### config.mk
export PLATFORM = sky130hd
export DESIGN_NAME = wb_write_arbiter
export DESIGN_NICKNAME = d
export VERILOG_FILES = /design/src/rtl/wb_write_arbiter.sv
export SDC_FILE = /design/constraint.sdc
export NUM_CORES = 1
export LEC_CHECK = 0
export CORE_MARGIN = 4
export CORE_UTILIZATION = 30
export DETAILED_ROUTE_END_ITERATION = 8
export SYNTH_ARGS = -nofsm -noshare
export SYNTH_HDL_FRONTEND = slang
export SYNTH_SLANG_ARGS = --single-unit
### constraint.sdc
create_clock -name CLK -period 2.05 [get_ports CLK]
set_input_delay 0.41 -clock CLK [delete_from_list [all_inputs] [get_ports CLK]]
set_output_delay 0.41 -clock CLK [all_outputs]
set_load 0.01 [all_outputs]
### src/rtl/wb_write_arbiter.sv
// Writeback arbiter for the register file's single write port.
// In-order MEM/WB results win the port. Long-latency results wait in a small
// FIFO and drain on idle cycles. A pipe write kills older queued entries that
// target the same register. The FIFO head is aged so that upstream can be
// asked to bubble when the head starves.
module wb_write_arbiter #(
   parameter int DEPTH        = 4,
   parameter int STARVE_LIMIT = 8,
   parameter int CW           = $clog2(DEPTH + 1)
) (
   input  logic          CLK,
   input  logic          RST_N,
   input  logic          pipe_valid,
   input  logic [4:0]    pipe_rd,
   input  logic [31:0]   pipe_data,
   input  logic          lat_valid,
   input  logic [4:0]    lat_rd,
   input  logic [31:0]   lat_data,
   output logic          lat_ready,
   output logic [4:0]    rwd,
   output logic [31:0]   wb_data,
   output logic [31:0]   pending_mask,
   output logic [CW-1:0] fifo_count,
   output logic          wb_stall
);

   localparam int AW  = $clog2(DEPTH);
   localparam int AGW = $clog2(STARVE_LIMIT + 1);

   // live=0 marks a slot that is either free or holds a killed entry;
   // occupancy itself is tracked by the pointers and count.
   typedef struct packed {
      logic        live;
      logic [4:0]  rd;
      logic [31:0] data;
   } ent_t;

   ent_t [DEPTH-1:0] fifo_q, fifo_d;
   logic [AW-1:0]    wr_ptr_q, wr_ptr_d, rd_ptr_q, rd_ptr_d;
   logic [CW-1:0]    count_q, count_d;
   logic [AGW-1:0]   age_q, age_d;
   logic [4:0]       rwd_q, rwd_d;
   logic [31:0]      wb_data_q, wb_data_d;
   logic             wb_stall_q, wb_stall_d;

   logic full, empty, pipe_wr, pop, push;
   ent_t head;

   assign full    = (count_q == CW'(DEPTH));
   assign empty   = (count_q == '0);
   assign pipe_wr = pipe_valid && (pipe_rd != 5'd0);
   // A pipe bubble (rd=0) leaves the port free for the FIFO.
   assign pop     = !pipe_wr && !empty;
   // Full is judged before the same-cycle pop, so a full FIFO never pushes.
   assign push    = lat_valid && !full && (lat_rd != 5'd0);
   assign head    = fifo_q[rd_ptr_q];

   assign lat_ready    = !full;
   assign rwd          = rwd_q;
   assign wb_data      = wb_data_q;
   assign fifo_count   = count_q;
   assign wb_stall     = wb_stall_q;

   // Next-state: port select, FIFO push/pop/kill, head aging.
   always_comb begin
      fifo_d     = fifo_q;
      wr_ptr_d   = wr_ptr_q;
      rd_ptr_d   = rd_ptr_q;
      rwd_d      = 5'd0;
      wb_data_d  = wb_data_q;
      age_d      = age_q;

      if (pipe_wr) begin
         rwd_d     = pipe_rd;
         wb_data_d = pipe_data;
      end else if (pop && head.live) begin
         rwd_d     = head.rd;
         wb_data_d = head.data;
      end

      // Queued entries to the register the pipe writes are older; drop them.
      for (int i = 0; i < DEPTH; i++) begin
         if (pipe_wr && fifo_q[i].rd == pipe_rd) fifo_d[i].live = 1'b0;
      end

      if (pop) begin
         fifo_d[rd_ptr_q].live = 1'b0;
         rd_ptr_d              = rd_ptr_q + AW'(1);
      end

      // The push slot differs from the pop slot whenever both happen.
      if (push) begin
         fifo_d[wr_ptr_q].live = !(pipe_wr && lat_rd == pipe_rd);
         fifo_d[wr_ptr_q].rd   = lat_rd;
         fifo_d[wr_ptr_q].data = lat_data;
         wr_ptr_d              = wr_ptr_q + AW'(1);
      end

      count_d = count_q + CW'(push) - CW'(pop);

      if (pop || empty) age_d = '0;
      else if (age_q < AGW'(STARVE_LIMIT)) age_d = age_q + AGW'(1);

      wb_stall_d = (age_d >= AGW'(STARVE_LIMIT));
   end

   // Pending mask covers live entries only, so kills clear bits too.
   always_comb begin
      pending_mask = '0;
      for (int i = 0; i < DEPTH; i++) begin
         if (fifo_q[i].live) pending_mask[fifo_q[i].rd] = 1'b1;
      end
   end

   // State registers; reset drops any queued entries unwritten.
   always_ff @(posedge CLK or negedge RST_N) begin
      if (!RST_N) begin
         fifo_q     <= '0;
         wr_ptr_q   <= '0;
         rd_ptr_q   <= '0;
         count_q    <= '0;
         age_q      <= '0;
         rwd_q      <= '0;
         wb_data_q  <= '0;
         wb_stall_q <= 1'b0;
      end else begin
         fifo_q     <= fifo_d;
         wr_ptr_q   <= wr_ptr_d;
         rd_ptr_q   <= rd_ptr_d;
         count_q    <= count_d;
         age_q      <= age_d;
         rwd_q      <= rwd_d;
         wb_data_q  <= wb_data_d;
         wb_stall_q <= wb_stall_d;
      end
   end

endmodule

==> results.sh <==
export IMPL_crit_cells=7
export IMPL_r2r_worst_path_cells=9
export IMPL_slew_violations=0
export IMPL_diodes=0
export IMPL_syn_instance_count=753
export IMPL_r2r_slack_ns=-0.02
export IMPL_max_freq_mhz=410
export IMPL_setup_slack_ns=-0.388
export IMPL_finalNonFillerCells=1492
export IMPL_nets=1111
export IMPL_mostFrequentLayoutCell="dfrtp_1"
export IMPL_port_buffers=151
export IMPL_start_util=0.303
export IMPL_track_usage=0.149
export IMPL_critPathKind="flop to output pin"
export IMPL_cp_start_kind="flop"
export IMPL_clock_latency_ns=0.51
export IMPL_cts_buffers=23
export IMPL_fp_dieH_um=194
export IMPL_overflow=0
export IMPL_dpl_cell_count=1399
export IMPL_outcome="complete, but fails checks"
export IMPL_synth_fp_nets=842
export IMPL_drt_wirelength_per_cell_um=20.3
export IMPL_ys_seq_area_frac=0.483
export IMPL_critPathTopFamily="buffers and inverters"
export IMPL_hold_viol_final=0
export IMPL_fin_crit_ns=2.44
export IMPL_h_tree_depth=1
export IMPL_critPathLaunch="fifo_q[110]"
export IMPL_placed_area_sq_um=13300
export IMPL_rsz0062_at_grt="yes"
export IMPL_die_w_um=194
export IMPL_power_density_nw_per_um2=1610
export IMPL_cp_end_kind="output pin"
export IMPL_synth_edff_count=0
export IMPL_tightest_slew_ns=0.489
export IMPL_finalSetupViolCount=33
export IMPL_first_global_vias=7936
export IMPL_synth_distinct_cells=43
export IMPL_core_area_sq_um=34400
export IMPL_violations="negative setup slack"
export IMPL_cts_tree="done"
export IMPL_dieArea_sq_um=37800
export IMPL_grt_pass1_wl_um=46100
export IMPL_hpwl_um=19400
export IMPL_dr_pass1_iters=5
export IMPL_worst_ep_arrival_time_ns=2.03
export IMPL_ios=152
export IMPL_ys_ff_latch=201
export IMPL_slowest_delay_ns=0.41
export IMPL_cts_sinks=201
export IMPL_clk_pin_slew_ns=0.06
export IMPL_fin_area_sq_um=15100
export IMPL_avgSynthCellArea_sq_um=13.8
export IMPL_rr_startpoint="fifo_count[0]"
export IMPL_ir_drop_mv=0.667
export IMPL_syn2layout_area_growth_pct=45.3
export IMPL_synth_ff_type="dfrtp_1"
export IMPL_layout_common_cells="dfrtp_1, mux2_2, clkdlybuf4s50_1"
export IMPL_cp_required_ns=1.64
export IMPL_ant_nets=0
export IMPL_syn_area_sq_um=10400
export IMPL_dp_slack_ns=-0.775
export IMPL_fin_worst_skew_ns=0.0112
export IMPL_avgViaCountPerCell=4.97
export IMPL_drive_gt1_frac=0.542
export IMPL_slew_headroom=0.673
export IMPL_via_count=7411
export IMPL_std_cell_rows=68
export IMPL_antenna_found_initial=0
export IMPL_fin_util=0.441
export IMPL_cts_buffer_depth=3
export IMPL_drc=0
export IMPL_cap_viol_max_count=0
export IMPL_crit_top_cell="buf_6"
export IMPL_crit_end="pending_mask[15]"
export IMPL_synthArstFlopShare=1.00
export IMPL_dr_first_iter_drc_count=367
export IMPL_globalplace_congestion=0.855
export IMPL_hold_class="primary input to flop"
export IMPL_crit_buf_inv=4
export IMPL_fillers=3129
export IMPL_cp_max_fo=5
export IMPL_whs_ns=0.305
export IMPL_crit_chain="buf_6 -> buf_6 -> nand3b_1 -> buf_4 -> o22ai_2 -> a221o_1 -> buf_6"
export IMPL_grt_start_max_net_pins=63
export IMPL_drt_wl_total_um=30200
export IMPL_power_leakage_uw=0.00631
export IMPL_fin_crit_sh=1.19
export IMPL_crit_slowest_cell="dfrtp_1"
export IMPL_rr_endpoint="fifo_count[2]"
export IMPL_cts_root_buf="clkbuf_16"
export IMPL_yosysWarnings=0
[synth_stat cells, types with 8 or more instances]
cell / n / share of area
nand2_1: 23 / 0.0083
clkbuf_1: 34 / 0.012
inv_1: 14 / 0.0050
mux4_2: 38 / 0.082
dfrtp_1: 201 / 0.48
mux2_2: 154 / 0.17
a22oi_1: 20 / 0.014
and3_1: 8 / 0.0048
nand3b_1: 10 / 0.0072
nor3b_1: 9 / 0.0065
xor2_1: 11 / 0.0092
ha_1: 10 / 0.012
a221o_1: 12 / 0.012
xnor2_1: 21 / 0.018
o22ai_1: 12 / 0.0072
mux2_1: 28 / 0.030
nor2_1: 14 / 0.0050
mux2_4: 31 / 0.045
buf_2: 11 / 0.0053
nand3_1: 10 / 0.0048
o221ai_1: 20 / 0.017
[repair_timing]
item                       CTS  global route
setup endpoints to repair   68           102
hold endpoints to repair    33             0
resized for setup          230            61
hold buffers                 1             0
buffers inserted            32            16
pin swaps                   39            32
gates cloned                 0             7
[layer usage]
| metal | routed length [um] | GRT usage |
|---|---|---|
| met1 | 14300 | 0.213 |
| met2 | 13800 | 0.235 |
| met3 | 1550 | 0.0314 |
| met4 | 597 | 0.0315 |
| met5 | 0 | 0 |
[registers in the layout, indices dropped and copies added (netlist names)]
register / flops
wr_ptr_q: 2
rwd: 5
wb_data: 32
age_q: 4
fifo_q: 152
rd_ptr_q: 2
wb_stall: 1
fifo_count: 3
[worst min-delay path by stage]
| stage | start | to | cells after the start |
|---|---|---|---|
| after floorplan | RST_N | age_q[0] | 0 |
| after global placement | RST_N | fifo_q[93] | 1 |
| after detailed placement | RST_N | fifo_q[93] | 1 |
| after CTS | RST_N | wb_data[9] | 2 |
| after global routing | pipe_rd[3] | rwd[3] | 4 |
| final | pipe_rd[3] | rwd[3] | 4 |
[metrics by stage]
step	total power, uW	setup TNS, ns
2_1_floorplan	13900	-7.38
3_3_place_gp	18000	-92.08
3_5_place_dp	18300	-91.60
4_1_cts	23800	-7.55
5_1_grt	25700	-9.96
6_report	24300	-7.32
[area by class of cell]
| cell class | count | area (sq um) | area share |
|---|---|---|---|
| multi-input cells | 480 | 5650 | 0.373 |
| flip-flops and latches | 201 | 5040 | 0.333 |
| repair buffers | 302 | 2980 | 0.196 |
| clock buffers | 32 | 679 | 0.0449 |
| well taps | 455 | 569 | 0.0376 |
| clock inverters | 8 | 170 | 0.0112 |
| inverters | 14 | 52.6 | 0.00347 |
[worst register-to-register path: stages, from the launching register on]
cell and delay [ns]:
dfrtp_1 0.38, buf_4 0.14, or3_4 0.39, nand2_4 0.10, xnor2_2 0.11, ha_2 0.19, inv_2 0.03, fa_2 0.34
xnor2_2 0.15, xnor2_1 0.13
[power breakdown]
part | internal [uW] | switching, uW | total [uW]
clock network | 2930 | 1640 | 4560
logic | 7360 | 5180 | 12500
registers | 6010 | 1210 | 7220
total | 16300 | 8030 | 24300
[logic make-up (layout without fill, tap and decap cells)]
logic type | Yosys count | after routing | synth area share
xor+xnor | 32 | 32 | 0.0269
mux | 252 | 252 | 0.324
buf+inv | 72 | 356 | 0.0316
simple gates | 104 | 104 | 0.0583
compound gates | 81 | 81 | 0.0624
fa+ha+maj | 11 | 11 | 0.0139
flops | 201 | 201 | 0.483
(Power assumes the default switching activity.)
